[config.mk]
export PLATFORM = sky130hd
export DESIGN_NAME = capture_sequencer_flat
export DESIGN_NICKNAME = d
export VERILOG_FILES = /design/src/rtl/capture_sequencer_if.sv /design/src/rtl/capture_sequencer.sv /design/src/flat_wrapper.sv
export SDC_FILE = /design/constraint.sdc
export NUM_CORES = 1
export LEC_CHECK = 0
export ABC_AREA = 0
export BUFFER_PORTS_ARGS = -buffer_cell sky130_fd_sc_hd__buf_2
export CORE_MARGIN = 2
export CORE_UTILIZATION = 35
export CTS_CLUSTER_DIAMETER = 100
export CTS_CLUSTER_SIZE = 16
export DETAILED_ROUTE_END_ITERATION = 8
export GPL_TIMING_DRIVEN = 0
export PLACE_DENSITY = 0.51
export SLEW_MARGIN = 40
export SYNTH_ARGS = -nofsm -noshare
export SYNTH_HDL_FRONTEND = slang
export SYNTH_SLANG_ARGS = --single-unit
[constraint.sdc]
create_clock -name iCLK -period 2.6 [get_ports iCLK]
set_clock_uncertainty 0.1 [all_clocks]
set_input_delay 0.39 -clock iCLK [delete_from_list [all_inputs] [get_ports iCLK]]
set_output_delay 0.39 -clock iCLK [all_outputs]
set_load 0.01 [all_outputs]
[src/rtl/capture_sequencer_if.sv]
`default_nettype none
// +------------------------------------------------------------------------+
// | capture_sequencer_if: CPU / CCD_Capture / imgdetect bundle   Rev 1.0   |
// +------------------------------------------------------------------------+
interface capture_sequencer_if;
  logic        iREQ;
  logic        iABORT;
  logic        iACK;
  logic [31:0] iFrame_Cont;
  logic [3:0]  iLoc;
  logic        iInt;
  logic        oSTART;
  logic        oEND;
  logic        oBusy;
  logic        oDone;
  logic        oTimeout;
  logic [3:0]  oLoc;
  logic [2:0]  oState;

  modport slave (
    input  iREQ, iABORT, iACK, iFrame_Cont, iLoc, iInt,
    output oSTART, oEND, oBusy, oDone, oTimeout, oLoc, oState
  );

  modport master (
    output iREQ, iABORT, iACK, iFrame_Cont, iLoc, iInt,
    input  oSTART, oEND, oBusy, oDone, oTimeout, oLoc, oState
  );
endinterface
`default_nettype wire

[src/rtl/capture_sequencer.sv]
`default_nettype none
// +------------------------------------------------------------------------+
// | capture_sequencer: frame-stable board location scan controller Rev 1.0 |
// +------------------------------------------------------------------------+
module capture_sequencer #(
  parameter int unsigned STABLE_FRAMES = 3,
  parameter int unsigned MAX_FRAMES    = 60,
  parameter int unsigned LOC_MAX       = 8
) (
  input  logic              iCLK,
  input  logic              iRST_N,
  capture_sequencer_if.slave bus
);

  typedef enum logic [2:0] {
    S_IDLE  = 3'd0,
    S_START = 3'd1,
    S_SKIP  = 3'd2,
    S_WAIT  = 3'd3,
    S_STOP  = 3'd4,
    S_DONE  = 3'd5
  } state_t;

  localparam logic [3:0] C_NO_LOC  = 4'hF;
  localparam logic [3:0] C_STABLE  = 4'(STABLE_FRAMES);
  localparam logic [7:0] C_MAX     = 8'(MAX_FRAMES);
  localparam logic [3:0] C_LOC_MAX = 4'(LOC_MAX);

  state_t      state_q;
  logic [31:0] prev_frame_q;
  logic        frame_hit_q;
  logic [3:0]  frame_loc_q;
  logic [3:0]  cand_q;
  logic [3:0]  run_q;
  logic [7:0]  frames_q;
  logic        abort_q;
  logic [3:0]  result_q;
  logic        timeout_res_q;
  logic        start_q;
  logic        end_q;
  logic        busy_q;
  logic        done_q;
  logic        timeout_q;
  logic [3:0]  loc_q;

  logic        tick_d;
  logic        int_hit_d;
  logic        closing_hit_d;
  logic [3:0]  closing_loc_d;
  logic [3:0]  cand_d;
  logic [3:0]  run_d;
  logic [7:0]  frames_d;

  // A pulse arriving on the tick cycle belongs to the frame that is closing.
  always_comb begin
    tick_d        = (bus.iFrame_Cont != prev_frame_q);
    int_hit_d     = bus.iInt && (bus.iLoc <= C_LOC_MAX);
    closing_hit_d = int_hit_d || frame_hit_q;
    closing_loc_d = int_hit_d ? bus.iLoc : frame_loc_q;
    frames_d      = (frames_q == 8'hFF) ? frames_q : frames_q + 8'd1;
    cand_d        = cand_q;
    run_d         = run_q;
    if (closing_hit_d && (closing_loc_d == cand_q) && (run_q != 4'd0)) begin
      run_d = run_q + 4'd1;
    end else if (closing_hit_d) begin
      cand_d = closing_loc_d;
      run_d  = 4'd1;
    end else begin
      run_d = 4'd0;
    end
  end

  always_ff @(posedge iCLK) begin
    if (!iRST_N) begin
      state_q       <= S_IDLE;
      prev_frame_q  <= 32'd0;
      frame_hit_q   <= 1'b0;
      frame_loc_q   <= 4'd0;
      cand_q        <= 4'd0;
      run_q         <= 4'd0;
      frames_q      <= 8'd0;
      abort_q       <= 1'b0;
      result_q      <= C_NO_LOC;
      timeout_res_q <= 1'b0;
      start_q       <= 1'b0;
      end_q         <= 1'b0;
      busy_q        <= 1'b0;
      done_q        <= 1'b0;
      timeout_q     <= 1'b0;
      loc_q         <= C_NO_LOC;
    end else begin
      prev_frame_q <= bus.iFrame_Cont;
      start_q      <= 1'b0;
      end_q        <= 1'b0;
      case (state_q)
        S_IDLE: begin
          if (bus.iREQ) begin
            state_q     <= S_START;
            busy_q      <= 1'b1;
            run_q       <= 4'd0;
            cand_q      <= 4'd0;
            frames_q    <= 8'd0;
            frame_hit_q <= 1'b0;
            abort_q     <= 1'b0;
          end
        end
        S_START: begin
          start_q <= 1'b1;
          if (bus.iABORT) begin
            abort_q <= 1'b1;
            state_q <= S_STOP;
          end else begin
            state_q <= S_SKIP;
          end
        end
        S_SKIP: begin
          if (bus.iABORT) begin
            abort_q <= 1'b1;
            state_q <= S_STOP;
          end else if (tick_d) begin
            frame_hit_q <= 1'b0;
            state_q     <= S_WAIT;
          end
        end
        S_WAIT: begin
          if (bus.iABORT) begin
            abort_q <= 1'b1;
            state_q <= S_STOP;
          end else if (tick_d) begin
            frames_q    <= frames_d;
            cand_q      <= cand_d;
            run_q       <= run_d;
            frame_hit_q <= 1'b0;
            if (run_d == C_STABLE) begin
              result_q      <= cand_d;
              timeout_res_q <= 1'b0;
              state_q       <= S_STOP;
            end else if (frames_d >= C_MAX) begin
              result_q      <= C_NO_LOC;
              timeout_res_q <= 1'b1;
              state_q       <= S_STOP;
            end
          end else if (int_hit_d) begin
            frame_hit_q <= 1'b1;
            frame_loc_q <= bus.iLoc;
          end
        end
        S_STOP: begin
          end_q  <= 1'b1;
          busy_q <= 1'b0;
          if (abort_q) begin
            state_q <= S_IDLE;
          end else begin
            state_q   <= S_DONE;
            done_q    <= 1'b1;
            timeout_q <= timeout_res_q;
            loc_q     <= result_q;
          end
        end
        S_DONE: begin
          if (bus.iACK) begin
            state_q   <= S_IDLE;
            done_q    <= 1'b0;
            timeout_q <= 1'b0;
          end
        end
        default: state_q <= S_IDLE;
      endcase
    end
  end

  assign bus.oSTART   = start_q;
  assign bus.oEND     = end_q;
  assign bus.oBusy    = busy_q;
  assign bus.oDone    = done_q;
  assign bus.oTimeout = timeout_q;
  assign bus.oLoc     = loc_q;
  assign bus.oState   = state_q;

endmodule
`default_nettype wire

[src/flat_wrapper.sv]
// flat-port wrapper written by rule: the top's interface ports become plain ports
module capture_sequencer_flat 
#(
  parameter int unsigned STABLE_FRAMES = 3,
  parameter int unsigned MAX_FRAMES    = 60,
  parameter int unsigned LOC_MAX       = 8
)
  (iCLK, iRST_N, bus_iREQ, bus_iABORT, bus_iACK, bus_iFrame_Cont, bus_iLoc, bus_iInt, bus_oSTART, bus_oEND, bus_oBusy, bus_oDone, bus_oTimeout, bus_oLoc, bus_oState);
  capture_sequencer_if bus_i ();
  input  logic iCLK;
  input  logic iRST_N;
  input wire logic [$bits(bus_i.iREQ)-1:0] bus_iREQ;
  input wire logic [$bits(bus_i.iABORT)-1:0] bus_iABORT;
  input wire logic [$bits(bus_i.iACK)-1:0] bus_iACK;
  input wire logic [$bits(bus_i.iFrame_Cont)-1:0] bus_iFrame_Cont;
  input wire logic [$bits(bus_i.iLoc)-1:0] bus_iLoc;
  input wire logic [$bits(bus_i.iInt)-1:0] bus_iInt;
  output wire logic [$bits(bus_i.oSTART)-1:0] bus_oSTART;
  output wire logic [$bits(bus_i.oEND)-1:0] bus_oEND;
  output wire logic [$bits(bus_i.oBusy)-1:0] bus_oBusy;
  output wire logic [$bits(bus_i.oDone)-1:0] bus_oDone;
  output wire logic [$bits(bus_i.oTimeout)-1:0] bus_oTimeout;
  output wire logic [$bits(bus_i.oLoc)-1:0] bus_oLoc;
  output wire logic [$bits(bus_i.oState)-1:0] bus_oState;
  assign bus_i.iREQ = bus_iREQ;
  assign bus_i.iABORT = bus_iABORT;
  assign bus_i.iACK = bus_iACK;
  assign bus_i.iFrame_Cont = bus_iFrame_Cont;
  assign bus_i.iLoc = bus_iLoc;
  assign bus_i.iInt = bus_iInt;
  assign bus_oSTART = bus_i.oSTART;
  assign bus_oEND = bus_i.oEND;
  assign bus_oBusy = bus_i.oBusy;
  assign bus_oDone = bus_i.oDone;
  assign bus_oTimeout = bus_i.oTimeout;
  assign bus_oLoc = bus_i.oLoc;
  assign bus_oState = bus_i.oState;
  capture_sequencer #(.STABLE_FRAMES(STABLE_FRAMES), .MAX_FRAMES(MAX_FRAMES), .LOC_MAX(LOC_MAX)) u_core (.iCLK(iCLK), .iRST_N(iRST_N), .bus(bus_i));
endmodule
==> metrics.txt, run 1 <==
# resized after CTS 0; first-pass GRT wire length 14400 um; Iteration-0 DRC Markers approximately 130; Place WS ~0.26 ns; Max clock buf depth 2; pin count of the biggest net entering global routing 14; leakage between 1.5 and 2 nW; final wirelength ~8600 um; CP required ~2.8 ns; Synth Area in XOR/XNOR 8.54%; slowest stage cell on the critical path a221oi_4; Comb pwr share 18.8%; pwr/cell area 666 nW/um^2; synthesized area approximately 3600 um^2; post-synthesis mux area share slightly below 2%; initial antenna violation count 0; H-tree Lvls 3; placed wire-length estimate about 6400 um; critical path class flip-flop to flip-flop; flops & latches, synth roughly 70; Die ar. 11100 um^2; Hold WC Path Type input pin to flip-flop; Initial Util 36.4%; Ant. Diodes 0; Worst setup EP type flip-flop; Ports 54; Buf/Inv on CP 1; Synth async-reset ratio 0%; Die W ~110 um; cell count after synthesis roughly 380; GRT overflow 0; min Tclk post-route 2.26 ns; Pins Over Slew Limit 0; drt wl/cell 14.8 um; setup ws final 0.340 ns; Internal 2.01 mW; number of remaining DRC errors 0; Fin Setup TNS 0 ns; Top delay family on crit path compound AO/OA/AOI/OAI gates; Max VDD drop ~0.34 mV; CTS Sinks just over 70; share of cells above drive strength 1 approximately a fifth; Final Wtd Congestion 0.864; final setup fails 0; Post-CTS Hold Fix Bufs 0; Seq pwr share 42.6%; row cnt 36; Tot GR Track Use around 16%; Max Cap Viol 0; Syn Area/Cell about 9.4 um^2; Syn. warnings 0; Cell Area, Placed 4020 um^2; adder-cell share of the synthesized area between 1 and 1.5%; Post-Synth Simple-Gate Area between 20% and 30%; Cell Chain, Critical Path ha_1 -> buf_2 -> a21oi_1 -> a211o_1 -> a221oi_4 -> o211ai_2 -> and3_1; DR pass1 iterations 5; Area Overhead vs Synth 18.8%; clock-pin slew on the worst setup and hold paths about 0.080 ns; critical path peak fanout 10; syn_nets between 400 and 500; Sw Ratio between 20 and 30%; main combinational cell family by area after synthesis simple AND/OR/NAND/NOR gates; arrival time at the worst endpoint 2.41 ns; Max stage delay on crit path about 0.45 ns; crit start category flip-flop; Via Count 2975; root buf cell clkbuf_8; chip height approximately 110 um; Clk pwr share 38.6%; number of global-route vias before repair a little under 3000; CTS tree built; headroom to the max-slew limit a little under half; Final Hold Fails 0; Post CTS Setup Buffer Count 0; P_sw 0.824 mW; PortBufs 53; fin area around 4300 um^2; Worst-Margin Slew about 0.81 ns; Core Footprint approximately 9900 um^2; number of synthesized flops with an enable pin 0; RSZ-0062 raised after global routing no; run status finished clean; fin util between 40% and 50%; Final Cycle Share about 87%; Final ANT Viol Nets 0; Synth cell types 68; Skew-Pair Late Insertion Delay 0.35 ns; post-synthesis compound-gate area fraction 20.0%; via/cell ratio between 5 and 6; Layout Nets about 490; most common flop cell mapped by yosys dfxtp_1; fmax between 400 and 500 MHz; final hold slack about 0.16 ns; register area share after synthesis roughly two fifths; clock buffer count from CTS 9
==> registers in the layout, summed over array words and instances, names as in the netlist, 3 cells and up <==
signal and count:
u_core.bus.oLoc 4, u_core.bus.oState 3, u_core.cand_q 4, u_core.frame_loc_q 4, u_core.frames_q 8, u_core.prev_frame_q 32, u_core.result_q 4, u_core.run_q 4
==> worst register-to-register path: stages (launching register included) <==
cell	delay (ns)
dfxtp_1	0.43
ha_1	0.21
buf_2	0.22
a21oi_1	0.06
a211o_1	0.27
a221oi_4	0.45
o211ai_2	0.21
and3_1	0.20
==> synth_stat cells, drive strengths merged (2+ instances only) <==
master / number / area share (%)
dfxtp: 71 / 40
and2: 38 / 6.7
xnor2: 34 / 8.3
nand2: 31 / 3.2
inv: 18 / 1.9
nor2: 18 / 2.1
a21oi: 15 / 2.3
nand4: 13 / 2.9
o21ai: 13 / 1.8
clkbuf: 9 / 0.94
nand3: 8 / 1.1
buf: 7 / 1.7
mux2i: 7 / 2.0
nor3: 6 / 0.84
o2111ai: 6 / 1.5
a31oi: 5 / 0.87
nand4b: 5 / 1.2
nor2b: 5 / 0.87
a41oi: 4 / 0.98
and4: 4 / 0.98
nor4: 4 / 1.5
o211ai: 4 / 0.98
a211oi: 3 / 0.63
a21o: 3 / 0.63
a22o: 3 / 0.73
a311oi: 3 / 0.91
ha: 3 / 1.0
nand2b: 3 / 0.52
o221a: 3 / 0.94
a211o: 2 / 0.49
a221oi: 2 / 0.98
a22oi: 2 / 0.42
a2bb2oi: 2 / 0.66
a32o: 2 / 0.56
and3: 2 / 0.35
nand3b: 2 / 0.42
o211a: 2 / 0.56
o21bai: 2 / 0.42
o31ai: 2 / 0.56
or3: 2 / 0.35
==> power groups by stage <==
stage	combinational (mW)	clock, mW	sequential, mW
2_1_floorplan	0.347	0	1.24
3_3_place_gp	0.532	0	1.23
3_5_place_dp	0.536	0	1.23
4_1_cts	0.539	1.13	1.21
5_1_grt	0.599	1.18	1.22
6_report	0.534	1.10	1.21
==> through the flow <==
| stage | std cells | total power [mW] |
|---|---|---|
| 3_5_place_dp | 568 | 1.77 |
| 3_3_place_gp | 568 | 1.76 |
| 4_1_cts | 584 | 2.88 |
| 2_1_floorplan | 382 | 1.59 |
| 6_report | 584 | 2.84 |
| 5_1_grt | 584 | 2.99 |
==> final timing paths <==
check	endpoint	slack, ns	depth (start not counted)	start
max reg2reg	u_core.bus.oState[2]	0.34	7	u_core.frames_q[0]
min reg2reg	u_core.bus.oLoc[1]	0.37	2	u_core.bus.oLoc[1]
min	u_core.prev_frame_q[27]	0.16	2	bus_iFrame_Cont[27]
max	u_core.bus.oState[2]	0.34	7	u_core.frames_q[0]
==> cell usage in the layout, fill, tap and decap left out, drive strengths merged, types with 3 or more instances in the layout <==
cell type	count
nor4	4
inv	20
a41oi	4
xnor2	34
nand4	13
a21oi	15
nor2b	5
and4	4
a31oi	5
nor2	18
bufinv	3
nand2	31
nor3	6
buf	60
o211ai	4
a211oi	3
nand4b	5
o221a	3
a22o	3
a21o	3
nand2b	3
nand3	8
dfxtp	71
and2	38
mux2i	7
o21ai	13
o2111ai	6
clkbuf	19
ha	3
a311oi	3
==> final cells by class <==
| class | count | area (um^2) |
|---|---|---|
| Inverter | 19 | 71.3 |
| Clock buffer | 10 | 128 |
| Tap cell | 133 | 166 |
| Buffer | 16 | 93.8 |
| Clock inverter | 6 | 116 |
| Fill cell | 1023 | 5600 |
| Sequential cell | 71 | 1420 |
| Timing Repair Buffer | 53 | 265 |
| Multi-Input combinational cell | 276 | 2000 |
==> layer usage <==
layer	GRT usage (%)	share of wire (%)	up-vias
li1	-	-	1504
met1	20.9	45	1376
met2	26.2	47	77
met3	4.58	5.9	18
met4	6.38	2.2	0
met5	0	0	-
==> logic make-up after synthesis <==
logic type,count (synthesis)
compound gates,86
xor+xnor,35
fa+ha+maj,3
buf+inv,35
flops,71
simple gates,145
mux,7
No activity file was read; power rests on OpenSTA's default activity.
==> run 2, diff against run 1 <==
==> constraint.sdc (replaced) <==
create_clock -name iCLK -period 2.1 [get_ports iCLK]
set_clock_uncertainty 0.1 [all_clocks]
set_input_delay 0.42 -clock iCLK [delete_from_list [all_inputs] [get_ports iCLK]]
set_output_delay 0.42 -clock iCLK [all_outputs]
set_load 0.01 [all_outputs]
==> run 2 against run 1 <==
  * Wire length is 1.7% higher
  * Sequential power is 23% higher
  * Via count is 1.8% higher
  * Final area is 3.8% higher
  * Utilization is 1.7 points higher
  * Sequential share of layout area is 1.0 points lower
  * Largest cell class unchanged
==> metrics.txt, run 2 (synthesis gave the netlist of run 1 again) <==
Area Overhead vs Synth 23.4%; most frequent cells in the layout dfxtp_1, buf_2, and2_1; critical path class flip-flop to flip-flop; leakage 1.72 nW (+3.3%); Max stage delay on crit path 0.40 ns (-0.05 ns); Core Footprint 9860 um^2 (unchanged); critical path peak fanout 4 (-6); Via Count 3030 (+1.8%); initial antenna violation count 0 (unchanged); number of global-route vias before repair 3008 (+0.87%); headroom to the max-slew limit 62.9% (+17 points); pin count of the biggest net entering global routing 14 (unchanged); Initial Util 36.4% (unchanged); Hold WC Path Type input pin to flip-flop; commonest non-fill, non-tap cell in the layout dfxtp_1; first-pass GRT wire length 14600 um (+0.96%); CP required 2.25 ns (-0.50 ns); number of remaining DRC errors 0 (unchanged); slowest stage cell on the critical path a221oi_4; arrival time at the worst endpoint 2.18 ns (-0.23 ns); Cell Area, Placed 4020 um^2 (unchanged); via/cell ratio 5.10 (+0.13%); fmax 492 MHz (+11%); PortBufs 53 (unchanged); Final Hold Fails 0 (unchanged); Layout Nets 501 (+2.0%); Die ar. 11100 um^2 (unchanged); Die W 105 um (unchanged); Tot GR Track Use 16.5% (+0.14 points); Skew-Pair Late Insertion Delay 0.35 ns (about the same); Max Cap Viol 0 (unchanged); fin area 4430 um^2 (+3.8%); root buf cell clkbuf_8; Pins Over Slew Limit 0 (unchanged); row cnt 36 (unchanged); GRT overflow 0 (unchanged); Final Non-Filler Cells 594 (+1.7%); Ant. Diodes 0 (unchanged); Final Wtd Congestion 0.864 (unchanged); dpl cells 568 (unchanged); Final Cycle Share 96.7% (+9.8 points); Biggest register u_core.prev_frame_q; max FFs per register 32 (unchanged); share of cells above drive strength 1 24.9% (+3.9 points); Ports 54 (unchanged); Cell Chain, Critical Path ha_4 -> and3_4 -> a211o_1 -> a221oi_4 -> buf_6 -> o2111ai_2 -> o221a_1; min Tclk post-route 2.03 ns (-0.228 ns); Filler Cell Count 1017 (-0.59%); Top Registers u_core.prev_frame_q: 32 flops, u_core.frames_q: 8 flops; clock-pin slew on the worst setup and hold paths 0.08 ns (about the same); pwr/cell area 796 nW/um^2 (+20%); Iteration-0 DRC Markers 133 (+6.4%); clock buffer count from CTS 9 (unchanged); placed wire-length estimate 6450 um (unchanged); register area 1430 um^2 (+0.62%); chip height 105 um (unchanged); Max clock buf depth 2 (unchanged); Final ANT Viol Nets 0 (unchanged); multi-input logic area 2060 um^2 (+3.0%); final setup fails 0 (unchanged); CTS Sinks 71 (unchanged); Post-CTS Hold Fix Bufs 0 (unchanged); flop2flop setup slack 0.07 ns (-0.27 ns); crit start category flip-flop; Worst-Margin Slew 0.556 ns (-0.250 ns); drt wl/cell 14.8 um (about the same); H-tree Lvls 3 (unchanged); run status finished clean; final wirelength 8780 um (+1.7%); CTS tree built; Worst setup EP type flip-flop; Top delay family on crit path compound AO/OA/AOI/OAI gates; Buf/Inv on CP 1 (unchanged); Max VDD drop 0.419 mV (+24%); DR pass1 iterations 4 (-1); RSZ-0062 raised after global routing yes
[run 2: per-stage QoR]
stage,setup slack [ns],hold WS (ns),utilization [%],setup TNS (ns),power [mW]
2_1_floorplan,0.148,0.345,-,0,1.96
6_report,0.0683,0.189,44.9,0,3.53
3_5_place_dp,-0.267,0.359,40.8,-4.98,2.19
5_1_grt,-0.0284,0.168,44.9,-0.0740,3.71
3_3_place_gp,-0.265,0.349,40.8,-4.60,2.19
4_1_cts,0.00785,0.174,43.8,0,3.56
[run 2: area by class of cell]
class / instances / area share [%]
plain buffers: 16 / 2.40
clock buffers: 10 / 2.88
clock inverters: 6 / 2.63
inverters: 19 / 1.61
multi-input cells: 276 / 46.6
flip-flops and latches: 71 / 32.3
well taps: 133 / 3.76
repair buffers: 63 / 7.86
[run 2: worst paths after layout]
kind,cells after the start,startpoint,to
min reg2reg,2,u_core.bus.oLoc[1],u_core.bus.oLoc[1]
max reg2reg,7,u_core.frames_q[0],u_core.result_q[2]
min,2,bus_iFrame_Cont[27],u_core.prev_frame_q[27]
max,7,u_core.frames_q[0],u_core.result_q[2]
[run 2: where the power goes]
| group | internal [mW] | switching (mW) | leakage [nW] |
|---|---|---|---|
| combinational | 0.270 | 0.407 | 1.02 |
| clock | 0.800 | 0.555 | 0.121 |
| sequential | 1.43 | 0.0677 | 0.585 |
| total | 2.50 | 1.03 | 1.72 |
[run 2: what timing repair did]
action	in CTS	in global routing
pin swaps	6	22
setup endpoints to repair	22	25
gates cloned	0	0
setup buffers	5	5
resized for setup	8	13
[run 2: layer usage]
metal  up-vias  wire [um]  global-route usage, %
li1       1526          -                      -
met1      1405       4020                   21.1
met2        82       4160                   26.5
met3        17        434                   4.58
met4         0        170                   6.29
met5         -          0                      0
